===== config.mk =====
export PLATFORM = sky130hd
export DESIGN_NAME = fir_seq_ctrl
export DESIGN_NICKNAME = d
export VERILOG_FILES = /design/src/rtl/fir_seq_pkg.sv /design/src/rtl/fir_seq_out_cnt.sv /design/src/rtl/fir_seq_ctrl.sv
export SDC_FILE = /design/constraint.sdc
export NUM_CORES = 1
export LEC_CHECK = 0
export BUFFER_PORTS_ARGS = -buffer_cell sky130_fd_sc_hd__buf_4
export CAP_MARGIN = 10
export CORE_MARGIN = 2
export CORE_UTILIZATION = 52
export CTS_BUF_LIST = sky130_fd_sc_hd__clkbuf_16
export DETAILED_ROUTE_END_ITERATION = 10
export PLACE_DENSITY = 0.79
export RECOVER_POWER = 100
export SETUP_SLACK_MARGIN = 0.05
export SKIP_CTS_REPAIR_TIMING = 1
export SLEW_MARGIN = 20
export SYNTH_ARGS = -nofsm -noshare
export SYNTH_HDL_FRONTEND = slang
export SYNTH_HIERARCHICAL = 1
export SYNTH_SLANG_ARGS = --single-unit

===== constraint.sdc =====
create_clock -name clk -period 2.3 [get_ports clk]
set_input_delay 0.23 -clock clk [delete_from_list [all_inputs] [get_ports clk]]
set_output_delay 0.23 -clock clk [all_outputs]
set_load 0.01 [all_outputs]

===== src/rtl/fir_seq_pkg.sv =====
// Shared types and constants for the FIR frame sequencer: state encoding,
// default frame geometry, counter width and the DRAIN watchdog limit.
package fir_seq_pkg;

    typedef enum logic [2:0] {
        IDLE  = 3'd0,
        CLEAR = 3'd1,
        FEED  = 3'd2,
        FLUSH = 3'd3,
        DRAIN = 3'd4,
        DONE  = 3'd5
    } fir_seq_state_e;

    localparam int FRAME_LEN_DEF = 1024;
    localparam int TAPS_DEF      = 32;
    localparam int CNT_W         = 11;

    localparam logic [CNT_W-1:0] CNT_MAX    = {CNT_W{1'b1}};
    localparam logic [7:0]       WDOG_LIMIT = 8'd255;

    // Counters stop at all-ones instead of wrapping back into a valid range.
    function automatic logic [CNT_W-1:0] cnt_sat_inc(input logic [CNT_W-1:0] c);
        return (c == CNT_MAX) ? c : c + 11'd1;
    endfunction

endpackage


===== src/rtl/fir_seq_out_cnt.sv =====
// Result path: counts FIR strobes of the current frame, drops the warm-up and
// trailing results, and forwards the kept ones with their in-frame index.
module fir_seq_out_cnt
    import fir_seq_pkg::*;
#(
    parameter int FRAME_LEN = FRAME_LEN_DEF,
    parameter int TAPS      = TAPS_DEF
) (
    input  logic        clk,
    input  logic        rst,
    input  logic        clr,
    input  logic        fir_valid,
    input  logic [15:0] fir_d,
    output logic        out_valid,
    output logic [15:0] out_data,
    output logic [9:0]  out_idx,
    output logic        last_emit
);

    localparam logic [CNT_W-1:0] TAPS_C   = CNT_W'(TAPS);
    localparam logic [CNT_W-1:0] END_C    = CNT_W'(TAPS + FRAME_LEN);
    localparam logic [9:0]       LAST_IDX = 10'(FRAME_LEN - 1);

    logic [CNT_W-1:0] res_cnt_r;

    // Strobe counter and kept-result register, both cleared between frames.
    always_ff @(posedge clk) begin
        if (!rst) begin
            res_cnt_r <= 11'd0;
            out_valid <= 1'b0;
            out_data  <= 16'h0000;
            out_idx   <= 10'd0;
        end else if (clr) begin
            res_cnt_r <= 11'd0;
            out_valid <= 1'b0;
            out_data  <= 16'h0000;
            out_idx   <= 10'd0;
        end else begin
            out_valid <= 1'b0;
            if (fir_valid) begin
                res_cnt_r <= cnt_sat_inc(res_cnt_r);
                if ((res_cnt_r >= TAPS_C) && (res_cnt_r < END_C)) begin
                    out_valid <= 1'b1;
                    out_data  <= fir_d;
                    out_idx   <= 10'(res_cnt_r - TAPS_C);
                end
            end
        end
    end

    assign last_emit = out_valid && (out_idx == LAST_IDX);

endmodule


===== src/rtl/fir_seq_ctrl.sv =====
// FIR frame sequencer: clears the FIR, feeds one frame of samples plus a zero
// flush, and forwards the kept results. Optional DRAIN watchdog: FIR_SEQ_TIMEOUT_EN.
module fir_seq_ctrl
    import fir_seq_pkg::*;
#(
    parameter int FRAME_LEN = FRAME_LEN_DEF,
    parameter int TAPS      = TAPS_DEF
) (
    input  logic        clk,
    input  logic        rst,
    input  logic        start,
    input  logic        abort,
    input  logic        src_valid,
    input  logic [15:0] src_data,
    output logic        src_ready,
    output logic        fir_in_valid,
    output logic [15:0] fir_in_data,
    output logic        fir_clr,
    input  logic        fir_valid,
    input  logic [15:0] fir_d,
    output logic        out_valid,
    output logic [15:0] out_data,
    output logic [9:0]  out_idx,
    output logic        frame_done,
    output logic        busy,
    output logic        err
);

    localparam logic [CNT_W-1:0] FEED_LAST  = CNT_W'(FRAME_LEN - 1);
    localparam logic [CNT_W-1:0] FLUSH_LAST = CNT_W'(FRAME_LEN + TAPS - 1);

    fir_seq_state_e   state_r;
    fir_seq_state_e   state_s;
    logic [CNT_W-1:0] in_cnt_r;
    logic             push_s;
    logic             zero_s;
    logic             cancel_s;
    logic             start_ok_s;
    logic             timeout_s;
    logic             last_emit_s;
    logic             res_clr_s;

    assign cancel_s   = abort && (state_r != IDLE);
    assign start_ok_s = (state_r == IDLE) && start && !abort;
    assign res_clr_s  = (state_r == IDLE) || cancel_s || timeout_s;

`ifdef FIR_SEQ_TIMEOUT_EN
    logic [7:0] wd_r;

    // Watchdog: consecutive DRAIN cycles without a FIR result.
    always_ff @(posedge clk) begin
        if (!rst) begin
            wd_r <= 8'd0;
        end else if ((state_r != DRAIN) || fir_valid) begin
            wd_r <= 8'd0;
        end else if (wd_r != WDOG_LIMIT) begin
            wd_r <= wd_r + 8'd1;
        end else begin
            wd_r <= wd_r;
        end
    end

    assign timeout_s = (state_r == DRAIN) && (wd_r == WDOG_LIMIT);
`else
    assign timeout_s = 1'b0;
`endif

    // State register.
    always_ff @(posedge clk) begin
        if (!rst) begin
            state_r <= IDLE;
        end else begin
            state_r <= state_s;
        end
    end

    // Next state plus this cycle's sample/zero push decision.
    always_comb begin
        state_s = state_r;
        push_s  = 1'b0;
        zero_s  = 1'b0;
        if (cancel_s || timeout_s) begin
            state_s = IDLE;
        end else begin
            case (state_r)
                IDLE: begin
                    if (start_ok_s) begin
                        state_s = CLEAR;
                    end else begin
                        state_s = IDLE;
                    end
                end
                CLEAR: begin
                    state_s = FEED;
                end
                FEED: begin
                    if (last_emit_s) begin
                        state_s = DONE;
                    end else if (src_valid) begin
                        push_s  = 1'b1;
                        state_s = (in_cnt_r == FEED_LAST) ? FLUSH : FEED;
                    end else begin
                        state_s = FEED;
                    end
                end
                FLUSH: begin
                    if (last_emit_s) begin
                        state_s = DONE;
                    end else begin
                        zero_s  = 1'b1;
                        state_s = (in_cnt_r == FLUSH_LAST) ? DRAIN : FLUSH;
                    end
                end
                DRAIN: begin
                    if (last_emit_s) begin
                        state_s = DONE;
                    end else begin
                        state_s = DRAIN;
                    end
                end
                DONE: begin
                    state_s = IDLE;
                end
                default: begin
                    state_s = IDLE;
                end
            endcase
        end
    end

    // Registered outputs, input-side counter and sticky error flag.
    always_ff @(posedge clk) begin
        if (!rst) begin
            in_cnt_r     <= 11'd0;
            src_ready    <= 1'b0;
            fir_in_valid <= 1'b0;
            fir_in_data  <= 16'h0000;
            fir_clr      <= 1'b1;
            frame_done   <= 1'b0;
            busy         <= 1'b0;
            err          <= 1'b0;
        end else begin
            src_ready    <= (state_s == FEED);
            busy         <= (state_s != IDLE);
            frame_done   <= (state_s == DONE);
            fir_clr      <= (state_s == CLEAR) || cancel_s;
            fir_in_valid <= push_s || zero_s;
            fir_in_data  <= push_s ? src_data : 16'h0000;

            if ((state_r == IDLE) || cancel_s || timeout_s) begin
                in_cnt_r <= 11'd0;
            end else if (push_s || zero_s) begin
                in_cnt_r <= cnt_sat_inc(in_cnt_r);
            end else begin
                in_cnt_r <= in_cnt_r;
            end

            // A fresh frame clears err; a stray result while idle sets it.
            if (start_ok_s) begin
                err <= 1'b0;
            end else if (((state_r == IDLE) && fir_valid) || timeout_s) begin
                err <= 1'b1;
            end else begin
                err <= err;
            end
        end
    end

    fir_seq_out_cnt #(
        .FRAME_LEN (FRAME_LEN),
        .TAPS      (TAPS)
    ) u_out_cnt (
        .clk       (clk),
        .rst       (rst),
        .clr       (res_clr_s),
        .fir_valid (fir_valid),
        .fir_d     (fir_d),
        .out_valid (out_valid),
        .out_data  (out_data),
        .out_idx   (out_idx),
        .last_emit (last_emit_s)
    );

endmodule


Word level (Yosys, flattened, before mapping)
Index checks and enable logic that the tools add are counted.
Cells by class
  add/sub/neg operators: 3
  magnitude comparators: 2
  equal/unequal tests: 12
  mux-type cells: 17
  bitwise logic cells: 4
  reductions and logical operators: 20
Operator list (number)
  equality test 11 bit (second input constant): 3
  adder 11 x 1 -> 11 bit (second input constant): 2
  one-hot mux 3 bit (5 select lines): 1
  2-to-1 mux 1 bit: 12
  2-to-1 mux 3 bit: 4
  equality test 11 x 10 -> 1 bit (second input constant): 1
  >= comparator 11 x 6 -> 1 bit (second input constant): 1
  < comparator 11 bit (second input constant): 1
  equality test 10 bit (second input constant): 1
  subtractor 10 x 6 -> 10 bit (second input constant): 1
  equality test 3 x 2 -> 1 bit (second input constant): 3
  AND reduction 2 bit: 4
  equality test 3 x 1 -> 1 bit (second input constant): 2
  equality test 3 bit (second input constant): 2
  logical AND 1 bit: 6
  nonzero test 3 bit: 2
  inverter 1 bit: 4
  OR reduction 2 bit: 2
  zero test 3 bit: 1
  logical OR 1 bit: 3
  OR reduction 3 bit: 1
  zero test 1 bit: 1
Word-level totals
  register bits after elaboration: 74
  input bits: 38
  output and inout bits: 49
  word-level logic and storage cells: 71

Depth between registers and ports, before layout
  depth after elaboration: 8
  mapped depth: 8
  mapped depth without buffers: 6

Hierarchy
The synthesis kept the hierarchy.
Modules (own cells, without submodules)
  fir_seq_out_cnt: instances 1, cells each 201, area an instance 1765.4 um^2, seq. area each 760.7 um^2
  fir_seq_ctrl: instances 1, cells each 164, area an instance 1532.7 um^2, seq. area each 720.7 um^2

Worst setup path before layout
No wires, ideal clock.
  path kind: flip-flop to flip-flop
  from: register u_out_cnt.res_cnt_r[5]
  to: register u_out_cnt.out_data[10]
  library setup time: 0.072 ns
  arrival: 1.849 ns
  required time: 2.228 ns
  slack: 0.380 ns
  stages on the path, launching flop included: 9
  buffers on the path: 2
  clock period less this slack: 1.920 ns
  cells stage by stage: dfxtp_1 inv_1 ha_1 or4b_4 a21boi_2 o31a_1 buf_6 buf_12 mux2i_1
On the way
  cells in the longest elaborated chain, start to end: 3
  elaborated cells between the ends (all ways): 4
  those cells by class: order compare: 2; reduce/logical: 2
RTL lines
  start, declared: RTL line fir_seq_out_cnt.sv:24  | logic [CNT_W-1:0] res_cnt_r;
  start signal, assigned: RTL line fir_seq_out_cnt.sv:41  | res_cnt_r <= cnt_sat_inc(res_cnt_r);
  >= comparator 11 x 6 -> 1 bit / < comparator 11 bit (equally long branches): RTL line fir_seq_out_cnt.sv:42  | if ((res_cnt_r >= TAPS_C) && (res_cnt_r < END_C)) begin
  logical AND 1 bit (*): RTL line fir_seq_out_cnt.sv:42
  AND reduction 2 bit (no source line) (*)
  end signal, assigned: RTL line fir_seq_out_cnt.sv:44  | out_data <= fir_d;
  end, declared: RTL line fir_seq_out_cnt.sv:15  | output logic [15:0] out_data,
Every way passes the cells marked *; elsewhere a longest branch is shown, timed or not.
A chain may end at the register's enable or synchronous reset.

Worst setup path after layout
  from: register u_out_cnt.out_idx[2]
  to: register fir_in_data[5]
On the way
  cells in the longest elaborated chain, start to end: 6
RTL lines
  start, declared: RTL line fir_seq_out_cnt.sv:16  | output logic [9:0] out_idx,
  start signal, assigned: RTL line fir_seq_out_cnt.sv:45  | out_idx <= 10'(res_cnt_r - TAPS_C);
  equality test 10 bit: RTL line fir_seq_out_cnt.sv:51  | assign last_emit = out_valid && (out_idx == LAST_IDX);
  logical AND 1 bit: RTL line fir_seq_out_cnt.sv:51
  via last_emit_s: RTL line fir_seq_ctrl.sv:40  | logic last_emit_s;
  2-to-1 mux 1 bit: RTL line fir_seq_ctrl.sv:97  | if (last_emit_s) begin
  2-to-1 mux 1 bit: RTL line fir_seq_ctrl.sv:85  | case (state_r)
  2-to-1 mux 1 bit: RTL line fir_seq_ctrl.sv:82  | if (cancel_s || timeout_s) begin
  AND reduction 2 bit (no source line)
  end signal, assigned: RTL line fir_seq_ctrl.sv:148  | fir_in_data <= push_s ? src_data : 16'h0000;
  end, declared: RTL line fir_seq_ctrl.sv:17  | output logic [15:0] fir_in_data,
The timed path passes the listed nets, and every way through them passes these cells.

==> impl_metrics.env <==
export IMPL_synth_edf_count=0
export IMPL_cp_arrival_ns=2.33
export IMPL_first_global_vias=2820
export IMPL_syn_inst=365
export IMPL_clock_tree_root_cell="clkbuf_16"
export IMPL_cts_buffer_depth=2
export IMPL_syn_avg_cell_area_sq_um=9.04
export IMPL_path_buf_inv=0
export IMPL_die_height_um=83.6
export IMPL_relSlewSlack_pct=31.4
export IMPL_synth_sequential_area_ratio_pct=44.9
export IMPL_timing_critical_path_cells="nand4_1 > nor3_2 > or3b_4 > nor4_2 > and2_0"
export IMPL_ctsHtreeMaxLevel=3
export IMPL_cellPowerDensity_nw_per_um2=728
export IMPL_timing_setup_critical_path_class="reg2reg"
export IMPL_ys_ff_latch=74
export IMPL_gr_usage_all_layers_pct=23.4
export IMPL_insertion_delay_ns=0.33
export IMPL_slowest_delay_ns=0.78
export IMPL_sequential_cell_area_sq_um=1480
export IMPL_multi_input_comb_area_sq_um=1670
export IMPL_area_growth_pct=26.4
export IMPL_non_filler_instance_count_after_layout=531
export IMPL_filler_cell_count=545
export IMPL_ys_async_sr_fraction_pct=0
export IMPL_core_area_sq_um=6240
export IMPL_drt_initial_drc_count=110
export IMPL_wirelength_um=7950
export IMPL_final_core_util_pct=66.8
export IMPL_detail_route_antenna_nets=0
export IMPL_wl_per_cell_um=15.0
export IMPL_maximum_clock_skew_at_final_layout_ns=0.00692
export IMPL_n_antenna_cell=0
export IMPL_antenna_found_initial=0
export IMPL_grt_start_max_net_pins=55
export IMPL_outcome="finished, final reports clean"
export IMPL_final_design_area_no_fill_sq_um=4170
export IMPL_grt_first_pass_wirelength_um=13200
export IMPL_critical_path_top_delay_family="simple AND/OR/NAND/NOR gates"
export IMPL_place_detailed_hpwl_um=5480
export IMPL_tns_ns=0
export IMPL_dp_cells=515
export IMPL_drt_pass1_iter_count=4
export IMPL_endpoint_required_time_on_the_critical_path_ns=2.56
export IMPL_clk_transition_reported_paths_ns=0.06
export IMPL_setup_worst_path_start="u_out_cnt/out_idx[2]"
export IMPL_io_pins=87
export IMPL_rsz0062_at_grt="no"
export IMPL_synthesis_nets=408
export IMPL_critical_path_startpoint_type="flop"
export IMPL_post_route_drc_count=0
export IMPL_final_min_period_over_clock_period_pct=89.9
export IMPL_worst_r2r_startpoint="u_out_cnt/out_idx[2]"
export IMPL_drive_gt1_share_pct=15.6
export IMPL_clock_sink_count=74
export IMPL_critical_path_max_fanout=16
export IMPL_min_from="src_data[10]"
export IMPL_post_synth_num_cell_types=52
export IMPL_slew_viol_final=0
export IMPL_yosys_most_used_dff="dfxtp_1"
export IMPL_final_nets=492
export IMPL_setup_viol=0
export IMPL_maxCapViolations=0
export IMPL_num_rows=29
export IMPL_tritoncts_clock_tree="yes"
export IMPL_cp_end_kind="flop"
export IMPL_final_min_clock_period_ns=2.07
export IMPL_hp_class="in2reg"
export IMPL_port_buffers=86
export IMPL_timing_critical_path_slowest_stage_cell="nor4_2"
export IMPL_die_area_sq_um=7000
export IMPL_tightestPinTransition_ns=1.02
export IMPL_place_gp_congestion=0.858
export IMPL_netlist_area_sq_um=3300
export IMPL_route_detailed_vias_per_inst=5.61
export IMPL_power_leakage_uw=0.00153
export IMPL_vias=2979
export IMPL_fmax_ghz=0.484
export IMPL_overflow=0
export IMPL_initial_core_util_pct=52.8
export IMPL_report_final_hold_viol_count=0
export IMPL_yosys_warnings=6
export IMPL_cts_buffers_inserted=9
export IMPL_place_area_sq_um=4020
export IMPL_vdd_ir_drop_worst_v=0.000710
export IMPL_die_w_um=83.6
per-stage QoR:
stage | worst slack, ns | power (uW) | hold slack (ns)
after floorplan | 0.380 | 1390 | 0.340
after global placement | 0.260 | 1470 | 0.431
after detailed placement | 0.161 | 1480 | 0.437
after CTS | 0.128 | 3070 | 0.0915
after global routing | 0.0454 | 3120 | 0.0943
final | 0.233 | 3030 | 0.102
synth_stat cells (2+ instances only):
library cell  count  area share (%)
dfxtp_1          74              45
nand2_1          65             7.4
mux2i_1          30             9.1
and2_1           19             3.6
a21oi_1          17             2.6
clkbuf_1         13             1.5
nor2_1           11             1.3
nand4_1          10             1.9
inv_1             9             1.0
nand3_1           9             1.4
o31ai_1           8             1.8
or3_1             8             1.5
nor3_1            7             1.1
o21ai_0           6            0.91
or4_1             6             1.4
and3_1            5            0.95
ha_1              5             1.9
nor4_1            5            0.95
and4_1            4             1.1
nand2b_1          4            0.76
nor2b_1           4            0.76
a21boi_0          3            0.68
buf_2             3            0.46
buf_6             3             1.0
o21a_1            3            0.68
or3b_2            3            0.80
a311oi_1          2            0.53
nor4b_1           2            0.53
or2_2             2            0.38
or4bb_1           2            0.68
xor2_1            2            0.53
kinds of logic after synthesis:
kind of cell	share of synthesized area, %
compound gates	10.6
fa+ha+maj	1.90
simple gates	28.2
flops	44.9
xor+xnor	0.531
mux	9.10
buf+inv	4.70
registers in the layout (all words and copies together) (netlist names):
signal               count
busy                     1
err                      1
fir_clr                  1
fir_in_data             16
fir_in_valid             1
frame_done               1
in_cnt_r                11
src_ready                1
state_r                  3
u_out_cnt/out_data      16
u_out_cnt/out_idx       10
u_out_cnt/out_valid      1
u_out_cnt/res_cnt_r     11
report_power, final:
part	switching, uW	leakage, uW	total, uW	internal [uW]
registers	6.98	0.000597	1300	1290
logic	67.7	0.000766	144	76.3
clock network	531	0.000167	1590	1060
worst register-to-register path: cells and delay by family (launching register included):
family        cells  cell delay (ns)
simple gates      5             1.67
flops             1             0.32
cell usage in the layout (no fill, tap or decap), types with 4 or more instances in the layout:
| master | instances |
|---|---|
| buf_4 | 41 |
| or3_1 | 8 |
| inv_1 | 10 |
| nand2b_1 | 4 |
| and4_1 | 4 |
| and3_1 | 5 |
| o21ai_0 | 6 |
| nand3_1 | 9 |
| and2_1 | 4 |
| or4_1 | 6 |
| clkbuf_1 | 51 |
| nor3_1 | 6 |
| a21oi_1 | 17 |
| ha_1 | 5 |
| nor2_1 | 11 |
| nor2b_1 | 4 |
| mux2i_1 | 30 |
| nor4_1 | 4 |
| o31ai_1 | 8 |
| and2_0 | 15 |
| nand2_1 | 65 |
| clkbuf_16 | 9 |
| nand4_1 | 10 |
| dfxtp_1 | 74 |
area by class of cell:
| class | count | area share [%] |
|---|---|---|
| multi-input combinational | 261 | 40.1 |
| sequential | 74 | 35.5 |
| timing repair buffer | 94 | 12.9 |
| clock buffer | 9 | 5.40 |
| clock inverter | 7 | 2.85 |
| tap | 77 | 2.31 |
| inverter | 9 | 0.811 |
per-layer routing:
metal | routed length [um] | track usage, % | share of wire (%)
met1 | 3360 | 27.9 | 42
met3 | 360 | 6.63 | 4.5
met2 | 4110 | 40.3 | 52
met4 | 123 | 8.06 | 1.5
met5 | 0 | 0 | 0
path summary, 6_finish.rpt:
check	slack, ns	depth (start not counted)	endpoint
hold reg to reg	0.46	2	u_out_cnt/out_data[15]
hold / removal	0.10	2	fir_in_data[10]
setup reg to reg	0.23	5	fir_in_data[5]
setup / recovery	0.23	5	fir_in_data[5]
(Power assumes the default switching activity.)
